==> config.mk <==
export PLATFORM = sky130hd
export DESIGN_NAME = allegro_codec_apb_guard
export DESIGN_NICKNAME = d
export VERILOG_FILES = /design/src/rtl/allegro_codec_pkg.sv /design/src/rtl/allegro_codec_apb_guard.sv
export SDC_FILE = /design/constraint.sdc
export NUM_CORES = 1
export LEC_CHECK = 0
export ABC_AREA = 1
export BUFFER_PORTS_ARGS = -buffer_cell sky130_fd_sc_hd__buf_4
export CORE_ASPECT_RATIO = 1.5
export CORE_MARGIN = 8
export CORE_UTILIZATION = 30
export CTS_CLUSTER_SIZE = 8
export DETAILED_ROUTE_END_ITERATION = 6
export PLACE_DENSITY = 0.64
export SYNTH_ARGS = -nofsm -noshare
export SYNTH_HDL_FRONTEND = slang
export SYNTH_SLANG_ARGS = --single-unit
==> constraint.sdc <==
create_clock -name i_clk -period 1.27 [get_ports i_clk]
set_input_delay 0.0635 -clock i_clk [delete_from_list [all_inputs] [get_ports i_clk]]
set_output_delay 0.0635 -clock i_clk [all_outputs]
set_load 0.02 [all_outputs]
==> src/rtl/allegro_codec_pkg.sv <==
// Shared types for the Allegro codec cfg APB path: bus field types, the
// request bundle held by the guard, and the guard's FSM state encoding.
package allegro_codec_pkg;

    typedef logic [19:0] dcd_targ_cfg_apb_addr_t;
    typedef logic [31:0] dcd_targ_cfg_apb_data_t;
    typedef logic [3:0]  dcd_targ_cfg_apb_strb_t;
    typedef logic [2:0]  dcd_targ_cfg_apb_prot_t;

    localparam int unsigned CODEC_CFG_APB_TIMEOUT_CYCLES = 1024;

    typedef struct packed {
        dcd_targ_cfg_apb_addr_t addr;
        dcd_targ_cfg_apb_data_t data;
        dcd_targ_cfg_apb_strb_t strb;
        dcd_targ_cfg_apb_prot_t prot;
        logic                   write;
    } dcd_targ_cfg_apb_req_t;

    typedef enum logic [2:0] {
        ST_IDLE   = 3'd0,
        ST_SETUP  = 3'd1,
        ST_ACCESS = 3'd2,
        ST_RESP   = 3'd3,
        ST_DECERR = 3'd4,
        ST_DRAIN  = 3'd5
    } allegro_codec_apb_guard_state_e;

endpackage

==> src/rtl/allegro_codec_apb_guard.sv <==
// Terminates fabric APB and re-issues each transfer to the codec cfg target,
// with address-window/alignment decode errors and a downstream response timeout.
module allegro_codec_apb_guard
    import allegro_codec_pkg::*;
#(
    parameter int unsigned WindowBytes   = 32'h0010_0000,
    parameter int unsigned TimeoutCycles = CODEC_CFG_APB_TIMEOUT_CYCLES,
    parameter int unsigned CntW          = 8
) (
    input  logic            i_clk,
    input  logic            i_rst_n,
    input  logic [19:0]     i_s_paddr,
    input  logic [31:0]     i_s_pwdata,
    input  logic [3:0]      i_s_pstrb,
    input  logic [2:0]      i_s_pprot,
    input  logic            i_s_pwrite,
    input  logic            i_s_psel,
    input  logic            i_s_penable,
    output logic            o_s_pready,
    output logic [31:0]     o_s_prdata,
    output logic            o_s_pslverr,
    output logic [19:0]     o_m_paddr,
    output logic [31:0]     o_m_pwdata,
    output logic [3:0]      o_m_pstrb,
    output logic [2:0]      o_m_pprot,
    output logic            o_m_pwrite,
    output logic            o_m_psel,
    output logic            o_m_penable,
    input  logic            i_m_pready,
    input  logic [31:0]     i_m_prdata,
    input  logic            i_m_pslverr,
    input  logic            i_timeout_clr,
    output logic            o_timeout_irq,
    output logic [CntW-1:0] o_timeout_cnt
);

    localparam int unsigned       TimerW      = $clog2(TimeoutCycles) + 1;
    localparam logic [TimerW-1:0] TimerLast   = TimerW'(TimeoutCycles - 1);
    localparam logic [20:0]       WindowLimit = 21'(WindowBytes);
    localparam logic [CntW-1:0]   CntMax      = '1;

    allegro_codec_apb_guard_state_e state_reg, state_next;
    dcd_targ_cfg_apb_req_t          req_reg, req_next;
    logic                           drain_reg, drain_next;
    logic [TimerW-1:0]              timer_reg, timer_next;
    logic [CntW-1:0]                cnt_reg, cnt_next;
    logic                           irq_reg, irq_next;
    logic                           s_pready_reg, s_pready_next;
    logic [31:0]                    s_prdata_reg, s_prdata_next;
    logic                           s_pslverr_reg, s_pslverr_next;
    logic                           m_psel_reg, m_psel_next;
    logic                           m_penable_reg, m_penable_next;
    logic                           timeout_evt;
    logic                           addr_bad;
    logic                           s_start;

    assign addr_bad = ({1'b0, i_s_paddr} >= WindowLimit) || (i_s_paddr[1:0] != 2'b00);
    // A request that arrived while we were busy (e.g. draining) is already in its
    // access phase when we return to IDLE; accept it unless it is just completing.
    assign s_start  = i_s_psel && !(i_s_penable && s_pready_reg);

    always_comb begin
        state_next     = state_reg;
        req_next       = req_reg;
        drain_next     = drain_reg;
        timer_next     = timer_reg;
        s_pready_next  = 1'b0;
        s_prdata_next  = '0;
        s_pslverr_next = 1'b0;
        timeout_evt    = 1'b0;
        case (state_reg)
            ST_IDLE: begin
                if (s_start) begin
                    req_next = '{addr: i_s_paddr, data: i_s_pwdata, strb: i_s_pstrb,
                                 prot: i_s_pprot, write: i_s_pwrite};
                    state_next = addr_bad ? ST_DECERR : ST_SETUP;
                end
            end
            ST_SETUP: begin
                timer_next = '0;
                state_next = ST_ACCESS;
            end
            ST_ACCESS: begin
                timer_next = timer_reg + TimerW'(1);
                if (i_m_pready) begin
                    s_pready_next  = 1'b1;
                    s_prdata_next  = req_reg.write ? '0 : i_m_prdata;
                    s_pslverr_next = i_m_pslverr;
                    state_next     = ST_RESP;
                end else if (timer_reg == TimerLast) begin
                    s_pready_next  = 1'b1;
                    s_pslverr_next = 1'b1;
                    drain_next     = 1'b1;
                    timeout_evt    = 1'b1;
                    state_next     = ST_RESP;
                end
            end
            ST_RESP: begin
                if (drain_reg && !i_m_pready) begin
                    state_next = ST_DRAIN;
                end else begin
                    drain_next = 1'b0;
                    state_next = ST_IDLE;
                end
            end
            ST_DRAIN: begin
                // Late codec data is dropped; only the handshake matters here.
                if (i_m_pready) begin
                    drain_next = 1'b0;
                    state_next = ST_IDLE;
                end
            end
            ST_DECERR: begin
                s_pready_next  = 1'b1;
                s_pslverr_next = 1'b1;
                state_next     = ST_IDLE;
            end
            default: state_next = ST_IDLE;
        endcase
        m_psel_next    = (state_next == ST_SETUP) || (state_next == ST_ACCESS) || drain_next;
        m_penable_next = (state_next == ST_ACCESS) || drain_next;
    end

    always_comb begin
        cnt_next = cnt_reg;
        irq_next = irq_reg | timeout_evt;
        if (i_timeout_clr) begin
            cnt_next = timeout_evt ? CntW'(1) : '0;
            irq_next = timeout_evt;
        end else if (timeout_evt && (cnt_reg != CntMax)) begin
            cnt_next = cnt_reg + CntW'(1);
        end
    end

    always_ff @(posedge i_clk or negedge i_rst_n) begin
        if (!i_rst_n) begin
            state_reg     <= ST_IDLE;
            req_reg       <= '0;
            drain_reg     <= 1'b0;
            timer_reg     <= '0;
            cnt_reg       <= '0;
            irq_reg       <= 1'b0;
            s_pready_reg  <= 1'b0;
            s_prdata_reg  <= '0;
            s_pslverr_reg <= 1'b0;
            m_psel_reg    <= 1'b0;
            m_penable_reg <= 1'b0;
        end else begin
            state_reg     <= state_next;
            req_reg       <= req_next;
            drain_reg     <= drain_next;
            timer_reg     <= timer_next;
            cnt_reg       <= cnt_next;
            irq_reg       <= irq_next;
            s_pready_reg  <= s_pready_next;
            s_prdata_reg  <= s_prdata_next;
            s_pslverr_reg <= s_pslverr_next;
            m_psel_reg    <= m_psel_next;
            m_penable_reg <= m_penable_next;
        end
    end

    assign o_s_pready    = s_pready_reg;
    assign o_s_prdata    = s_prdata_reg;
    assign o_s_pslverr   = s_pslverr_reg;
    assign o_m_paddr     = req_reg.addr;
    assign o_m_pwdata    = req_reg.data;
    assign o_m_pstrb     = req_reg.strb;
    assign o_m_pprot     = req_reg.prot;
    assign o_m_pwrite    = req_reg.write;
    assign o_m_psel      = m_psel_reg;
    assign o_m_penable   = m_penable_reg;
    assign o_timeout_irq = irq_reg;
    assign o_timeout_cnt = cnt_reg;

    // The fabric must hold psel through its access phase until we answer.
    upstream_psel_held: assert property (@(posedge i_clk) disable iff (!i_rst_n)
        (i_s_psel && i_s_penable && !o_s_pready) |=> i_s_psel);

endmodule

# Yosys cells after proc, flatten, opt, wreduce, memory -nomap -nowiden
# Index checks and enable logic that the tools add are counted.
op_classes:
  eq_ne: 9
  n_addsub: 2
  muxes: 27
  reduce_logical: 14
  bitwise: 1
op_table:
  columns: ["cell", "n"]
  rows:
  - ["2-to-1 mux 32 bit", 3]
  - ["case mux 11 bit (2 select lines)", 1]
  - ["2-to-1 mux 3 bit", 6]
  - ["2-to-1 mux 8 bit", 2]
  - ["case mux 3 bit (5 select lines)", 1]
  - ["adder 11 x 1 -> 11 bit, second input constant", 1]
  - ["equality test 11 x 10 -> 1 bit, second input constant", 1]
  - ["2-to-1 mux 1 bit", 11]
  - ["equality test 3 x 2 -> 1 bit, second input constant", 3]
  - ["adder 8 x 1 -> 8 bit, second input constant", 1]
  - ["!= test 8 bit, second input constant", 1]
  - ["equality test 3 x 1 -> 1 bit, second input constant", 2]
  - ["equality test 3 bit, second input constant", 2]
  - ["nonzero test 2 bit", 3]
  - ["logical AND 1 bit", 4]
  - ["case mux 1 bit (2 select lines)", 2]
  - ["logical NOT 3 bit", 1]
  - ["logical OR 1 bit", 3]
  - ["case mux 1 bit (3 select lines)", 1]
  - ["logical NOT 1 bit", 2]
  - ["AND reduction 2 bit", 1]
  - ["OR 1 bit", 1]
word_totals:
  inputBits: 99
  elab_cells: 68
  register_bits: 120
  out_inout_bits: 105

# Depth between registers and ports, before layout
# Gate-level depths: netlist of run 1.
depth:
  depth_word: 8
  mapped_depth: 9
  depth_no_buf: 9

# Least setup slack after synthesis of run 1
# OpenSTA, ideal clock, no wires.
synth_timing:
  kind: "reg-to-reg"
  startpoint: "register cnt_reg[0], in the netlist o_timeout_cnt[0]"
  endpoint: "register cnt_reg[5], in the netlist o_timeout_cnt[5]"
  synth_period_minus_slack_ns: 1.424
  setup_slack_ns: -0.154
  required_time_ns: 1.153
  setup_ns: 0.117
  arrival_ns: 1.307
  path_stages_with_launch: 9
  n_path_buf: 0
  path_cell_list: "dfrtp_1 > ha_1 > nand2_1 > inv_1 > nand3_1 > nand3_4 > nand2_4 > nand2_1 > nand2_1"
synth_between:
  elab_chain_len: 3
  elab_cells_between_ends: 6
  cone_classes: "add/sub (1); eq/ne (1); mux (2); reduce/logical (2)"
synth_rtl:
  columns: ["item", "line", "text"]
  rows:
  - ["from (decl)", "allegro_codec_apb_guard.sv:46", "logic [CntW-1:0] cnt_reg, cnt_next;"]
  - ["from (signal assigned)", "allegro_codec_apb_guard.sv:153", "cnt_reg <= cnt_next;"]
  - ["adder 8 x 1 -> 8 bit / != test 8 bit (equally long branches)", "allegro_codec_apb_guard.sv:131, allegro_codec_apb_guard.sv:130", null]
  - ["2-to-1 mux 8 bit / logical AND 1 bit (equally long branches)", "allegro_codec_apb_guard.sv:130", "end else if (timeout_evt && (cnt_reg != CntMax)) begin"]
  - ["2-to-1 mux 8 bit / nonzero test 2 bit (equally long branches)", null, null]
# Parallel ways exist; a longest one is shown, timed or not. The select of a mux whose other input is x is not followed.
# A chain may end at the register's enable or synchronous reset.

# Worst setup path in the final report of run 1
layout_timing:
  startpoint: "register state_reg[1]"
  endpoint: "register req_reg (netlist bit o_m_pwdata[11])"
layout_between:
  elab_chain_len: 2
layout_rtl:
  columns: ["item", "line", "text"]
  rows:
  - ["from (decl)", "allegro_codec_apb_guard.sv:42", "allegro_codec_apb_guard_state_e state_reg, state_next;"]
  - ["from (signal assigned)", "allegro_codec_apb_guard.sv:149", "state_reg <= state_next;"]
  - ["logical NOT 3 bit", "allegro_codec_apb_guard.sv:71", "case (state_reg)"]
  - ["AND reduction 2 bit (no line)", null, null]
  - ["to (signal assigned)", "allegro_codec_apb_guard.sv:150", "req_reg <= req_next;"]
  - ["to (decl)", "allegro_codec_apb_guard.sv:43", "dcd_targ_cfg_apb_req_t req_reg, req_next;"]
# No other way between the ends.

==> impl_metrics.py, run 1 <==
metrics = {
    "outcome": {
        "status": "finished with violations",
        "violations": "negative setup slack",
    },
    "power": {
        "pwr-share-seq": 0.280,
        "total_power_uw": 21130,
        "vdd.ir_drop.worst_mv": 1.220,
        "p_sw_frac": 0.3469,
        "pwr_density_cell_mw_per_mm2": 2228,
        "internal_power_uw": 13800,
        "p_sw_uw": 7330,
        "p_leak_uw": 0.004785,
        "pwr-share-comb": 0.501,
        "clkPwrFrac": 0.218,
    },
    "route": {
        "vias": 4578,
        "drc": 0,
        "drt_wl_total_mm": 17.72,
        "wl_per_cell_um": 17.34,
        "ant_nets": 0,
        "viasPerCell": 4.479,
        "drt_iter0_drc": 194,
        "drt_first_pass_iters": 4,
    },
    "synth": {
        "yosys_register_bits": 120,
        "ys_warn_count": 0,
        "ys_types": 29,
        "yosysSeqAreaShare": 0.5944,
        "synth_fp_nets": 525,
        "syn-instance-count": 424,
        "netlist_area_mm2": 0.005052,
        "syn_avg_cell_area_um2": 11.92,
    },
    "floorplanning": {
        "die_w_um": 122.0,
        "core.rowCount": 58,
        "core_mm2": 0.01662,
        "initial_core_util": 0.3040,
        "io-pin-count": 204,
        "fp.dieH_um": 174.9,
        "dieArea_mm2": 0.02134,
    },
    "cells_and_area": {
        "layout_common_cells": "245 x buf_4, 115 x dfrtp_1, 96 x dlygate4sd3_1",
        "final_common_cell": "buf_4",
        "final_nets": 901,
        "nFillCells": 1324,
        "fin_area_mm2": 0.009483,
        "area_growth_syn_to_layout_pct": 87.69,
        "fin_util": 0.5706,
        "drive_above_1_share": 0.5376,
    },
    "worst_setup_path": {
        "crit_family": "flip-flops",
        "crit_arrival_ns": 1.76,
        "slowest_delay_ns": 0.43,
        "critPathCaptureType": "flop",
        "required_ns": 1.56,
        "critPathLaunchType": "flop",
        "r2r_slack_ns": -0.20,
        "crit_path_max_fanout": 7,
        "slowest_stage": "dfrtp_2",
        "worst-setup-path-type": "reg -> reg",
        "cp_num_buf_inv": 2,
        "cp_cell_sequence": "nor2_4 > nand3_4 > buf_12 > clkbuf_16 > mux2_4",
    },
    "sta": {
        "worst_slew_pin_slew_ns": 0.3702,
        "fin_skew_ns": 0.007829,
        "setup_viol": 107,
        "rsz0062_at_grt": "yes",
        "finalCriticalPeriod_ns": 1.473,
        "setup_ws_ns": -0.2033,
        "final_hold_viol_count": 0,
        "finalMaxSlewViolations": 0,
        "fin_crit_sh": 1.160,
        "max_slew_margin": 0.7529,
        "clock.fmax_mhz": 678.8,
    },
    "clock_tree": {
        "clk_latency_ns": 0.40,
        "cts-buffers-inserted": 17,
        "clock-sinks": 120,
        "h-tree-depth": 4,
        "clkTransAtPathRegs_ns": 0.05,
        "root_buffer": "clkbuf_16",
        "clock_tree.buffer_depth": 2,
        "tritoncts": "built",
    },
    "global_route": {
        "grt_pass1_wl_mm": 27.33,
        "grt_overflow": 0,
        "grt_pass1_vias": 5098,
        "grt_max_degree": 60,
        "antenna_found_initial": 1,
        "gr-usage-all-layers": 0.1646,
    },
    "placed_design": {
        "hpwl_mm": 11.32,
        "post_dp_cell_area_mm2": 0.007178,
        "portBuffers": 203,
        "place_ws_ns": -0.2132,
        "routabilityCongestion": 0.8048,
    },
    "min_path": {
        "hold_path_class": "in -> reg",
    },
    "flow_run": {
        "drv_cap": 0,
    },
}
-- cell usage after synthesis, drive strengths merged --
cell / instances / area share
a21oi: 4 / 0.0040
a22o: 1 / 0.0017
a31oi: 1 / 0.0012
buf: 9 / 0.016
clkbuf: 6 / 0.0045
dfrtp: 120 / 0.59
ha: 2 / 0.0050
inv: 19 / 0.014
mux2: 58 / 0.17
nand2: 91 / 0.070
nand3: 27 / 0.034
nand4: 1 / 0.0012
nor2: 58 / 0.050
nor3: 3 / 0.0030
nor3b: 2 / 0.0030
o21ai: 12 / 0.012
o21bai: 1 / 0.0015
o22ai: 2 / 0.0025
or2: 1 / 0.0012
xnor2: 1 / 0.0017
xor2: 5 / 0.0087
-- routing by layer --
metal / part of all wire / vias to the layer above / GRT usage / wire length (um)
li1: - / 2139 / - / -
met1: 0.34 / 2257 / 0.1656 / 6081
met2: 0.57 / 148 / 0.3054 / 10090
met3: 0.056 / 34 / 0.04330 / 988
met4: 0.032 / 0 / 0.07176 / 565
met5: 0 / - / 0 / 0
-- cell families (layout without fill, tap and decap cells) --
group,Yosys count,after routing,share of synthesized area
AND/OR/NAND/NOR,183,184,0.1617
flip-flops,120,120,0.5944
multiplexers,58,58,0.1709
buffers and inverters,34,420,0.03491
AO/OA/AOI/OAI,21,21,0.02279
XOR/XNOR,6,6,0.01040
adder cells (fa/ha/maj),2,2,0.004952
other,0,1,0
-- final timing paths --
path | startpoint | end | cells after the start
hold / removal | i_s_penable | state_reg[2]$_DFF_PN0_ | 4
setup / recovery | state_reg[1]$_DFF_PN0_ | o_m_pwdata[11]$_DFFE_PN0P_ | 5
min in group asynchronous | i_rst_n | o_m_pwdata[7]$_DFFE_PN0P_ | 2
max in group asynchronous | i_rst_n | o_s_prdata[16]$_DFF_PN0_ | 3
setup reg to reg | state_reg[1]$_DFF_PN0_ | o_m_pwdata[11]$_DFFE_PN0P_ | 5
hold reg to reg | timer_reg[10]$_DFFE_PN0P_ | timer_reg[10]$_DFFE_PN0P_ | 2
-- worst min-delay path, cell delays in order --
cell and delay, ns:
buf_4 0.09, nand2_2 0.08, nand4_1 0.10, nand3_1 0.06
-- through the flow --
stage | hold WS [ns] | TNS, ns | cells
3_3_place_gp | -0.07069 | -8.482 | 870
2_1_floorplan | -0.2321 | -5.715 | 424
5_1_grt | 0.03825 | -19.01 | 1022
3_5_place_dp | -0.06505 | -11.50 | 870
4_1_cts | 0.0007267 | -11.82 | 1015
6_report | 0.02944 | -13.33 | 1022
-- area by class of cell --
cell class	count	area, um^2	share of cell area
antenna	1	2.502	0.0002639
multi-input combinational	271	2171	0.2289
inverter	19	83.83	0.008840
sequential	120	3009	0.3173
clock inverter	8	97.59	0.01029
tap	210	262.8	0.02771
timing repair buffer	371	3382	0.3566
clock buffer	22	474.2	0.05001
-- power groups by stage --
stage	clock network (uW)	logic, uW	registers [uW]
after floorplan	0	3320	7260
after global placement	0	8130	5820
after detailed placement	0	8260	5920
after CTS	4750	9910	5890
after global routing	4920	11200	6060
final	4610	10600	5920
-- repair_timing --
item,in CTS,in global routing
hold endpoints to repair,222,0
resized for setup,42,80
gates cloned,9,1
setup endpoints to repair,111,116
buffers inserted,12,7
hold buffers,96,0
pin swaps,15,29
No activity file was read; power rests on OpenSTA's default activity.
==> run 2, diff against run 1 <==
HOLD_SLACK_MARGIN = 0.15   (was unset)
==> run 2 against run 1 <==
The flow still finishes with violations (negative setup slack). Final cell count increased by 0.29%. First-iteration DRC count is 7.2% higher. Flip-flop and latch count unchanged. Largest cell class unchanged.
==> impl_metrics.py, run 2 (synthesized netlist as in run 1, its figures left out) <==
metrics = {
    "global_route": {
        "grt_pass1_wl_mm": 27.49,
        "antenna_found_initial": 1,
        "grt_overflow": 0,
        "grt_pass1_vias": 5122,
        "grt_max_degree": 60,
        "gr-usage-all-layers": 0.1656,
    },
    "power": {
        "total_power_uw": 21150,
        "pwr_density_cell_mw_per_mm2": 2223,
        "p_leak_uw": 0.004799,
        "vdd.ir_drop.worst_mv": 1.219,
    },
    "clock_tree": {
        "h-tree-depth": 4,
        "clk_latency_ns": 0.40,
        "root_buffer": "clkbuf_16",
        "tritoncts": "built",
        "clkTransAtPathRegs_ns": 0.05,
        "cts-buffers-inserted": 17,
        "clock_tree.buffer_depth": 2,
        "clock-sinks": 120,
    },
    "cells_and_area": {
        "layout_common_cells": "245 x buf_4, 115 x dfrtp_1, 99 x dlygate4sd3_1",
        "area_growth_syn_to_layout_pct": 88.34,
        "final_nets": 904,
        "seq_area_mm2": 0.003009,
        "final_common_cell": "buf_4",
        "nFillCells": 1318,
        "stdcell_count": 1025,
        "drive_above_1_share": 0.5381,
        "fin_util": 0.5726,
        "multiInputGateArea_mm2": 0.002173,
    },
    "route": {
        "drt_first_pass_iters": 4,
        "wl_per_cell_um": 17.38,
        "drt_wl_total_mm": 17.82,
        "vias": 4603,
        "viasPerCell": 4.491,
        "ant_nets": 0,
        "drc": 0,
        "drt_iter0_drc": 208,
    },
    "floorplanning": {
        "core_mm2": 0.01662,
        "io-pin-count": 204,
        "die_w_um": 122.0,
        "fp.dieH_um": 174.9,
        "initial_core_util": 0.3040,
        "core.rowCount": 58,
        "dieArea_mm2": 0.02134,
    },
    "sta": {
        "rsz0062_at_grt": "yes",
        "fin_crit_sh": 1.162,
        "finalMaxSlewViolations": 0,
        "max_slew_margin": 0.6470,
        "fin_skew_ns": 0.007242,
        "final_hold_viol_count": 0,
        "setup_viol": 106,
        "finalCriticalPeriod_ns": 1.476,
        "setup_ws_ns": -0.2056,
        "worst_slew_pin_slew_ns": 0.5278,
        "fin_setup_tns_ns": -13.47,
        "clock.fmax_mhz": 677.7,
    },
    "worst_setup_path": {
        "reg2regPathDepth": 5,
        "worst-setup-path-type": "reg -> reg",
        "required_ns": 1.55,
        "crit_path_max_fanout": 7,
        "critPathCaptureType": "flop",
        "crit_arrival_ns": 1.76,
        "critPathLaunchType": "flop",
    },
    "min_path": {
        "hold_path_depth": 4,
        "hold_path_class": "in -> reg",
    },
    "placed_design": {
        "routabilityCongestion": 0.8048,
        "hpwl_mm": 11.32,
        "place_inst": 870,
        "place_ws_ns": -0.2132,
        "portBuffers": 203,
    },
    "outcome": {
        "status": "finished with violations",
        "violations": "negative setup slack",
    },
    "flow_run": {
        "drv_cap": 0,
    },
}
-- run 2: worst max-delay path, cell delays in order (launching register included) --
cell       delay, ns
dfrtp_2         0.43
nor2_4          0.15
nand3_4         0.12
buf_12          0.18
clkbuf_16       0.16
mux2_4          0.29
-- run 2: final timing paths --
check	to	slack (ns)	start
min	state_reg[2]$_DFF_PN0_	0.03	i_s_penable
max in group asynchronous	o_m_pprot[1]$_DFFE_PN0P_	0.12	i_rst_n
max reg2reg	o_m_pwdata[11]$_DFFE_PN0P_	-0.21	state_reg[1]$_DFF_PN0_
min reg2reg	timer_reg[10]$_DFFE_PN0P_	0.50	timer_reg[10]$_DFFE_PN0P_
max	o_m_pwdata[11]$_DFFE_PN0P_	-0.21	state_reg[1]$_DFF_PN0_
min in group asynchronous	o_s_pready$_DFF_PN0_	0.24	i_rst_n
-- run 2: final cells by class --
class | count | share of cell area
Clock buffer | 22 | 0.04984
Timing Repair Buffer | 374 | 0.3586
Tap cell | 210 | 0.02761
Sequential cell | 120 | 0.3162
Clock inverter | 8 | 0.01026
Antenna cell | 1 | 0.0002630
Multi-Input combinational cell | 271 | 0.2284
Inverter | 19 | 0.008810
-- run 2: power breakdown --
group | switching, uW | total [uW] | internal, uW
registers | 813 | 5920 | 5110
clock network | 1610 | 4610 | 3010
logic | 4920 | 10600 | 5690
-- run 2: timing repair --
action                                  4_1_cts  5_1_grt
gates cloned                                  9        1
gates resized for setup                      42       82
endpoints found under the setup margin      111      116
pin swaps                                    15       29
hold buffers                                 98        2
endpoints found under the hold margin       226        3
setup buffers                                12        7
-- run 2: per-layer routing --
metal,up-vias,GRT usage,part of all wire
li1,2149,-,-
met3,34,0.04297,0.056
met1,2268,0.1664,0.34
met5,-,0,0
met4,0,0.07176,0.032
met2,152,0.3083,0.57
-- run 2: through the flow --
stage               hold WS, ns  instance area (um^2)
floorplan               -0.2321                  5061
finish                  0.02971                  9515
global placement       -0.07069                  7178
global route            0.03820                  9515
CTS                   0.0007267                  9183
detailed placement     -0.06505                  7178
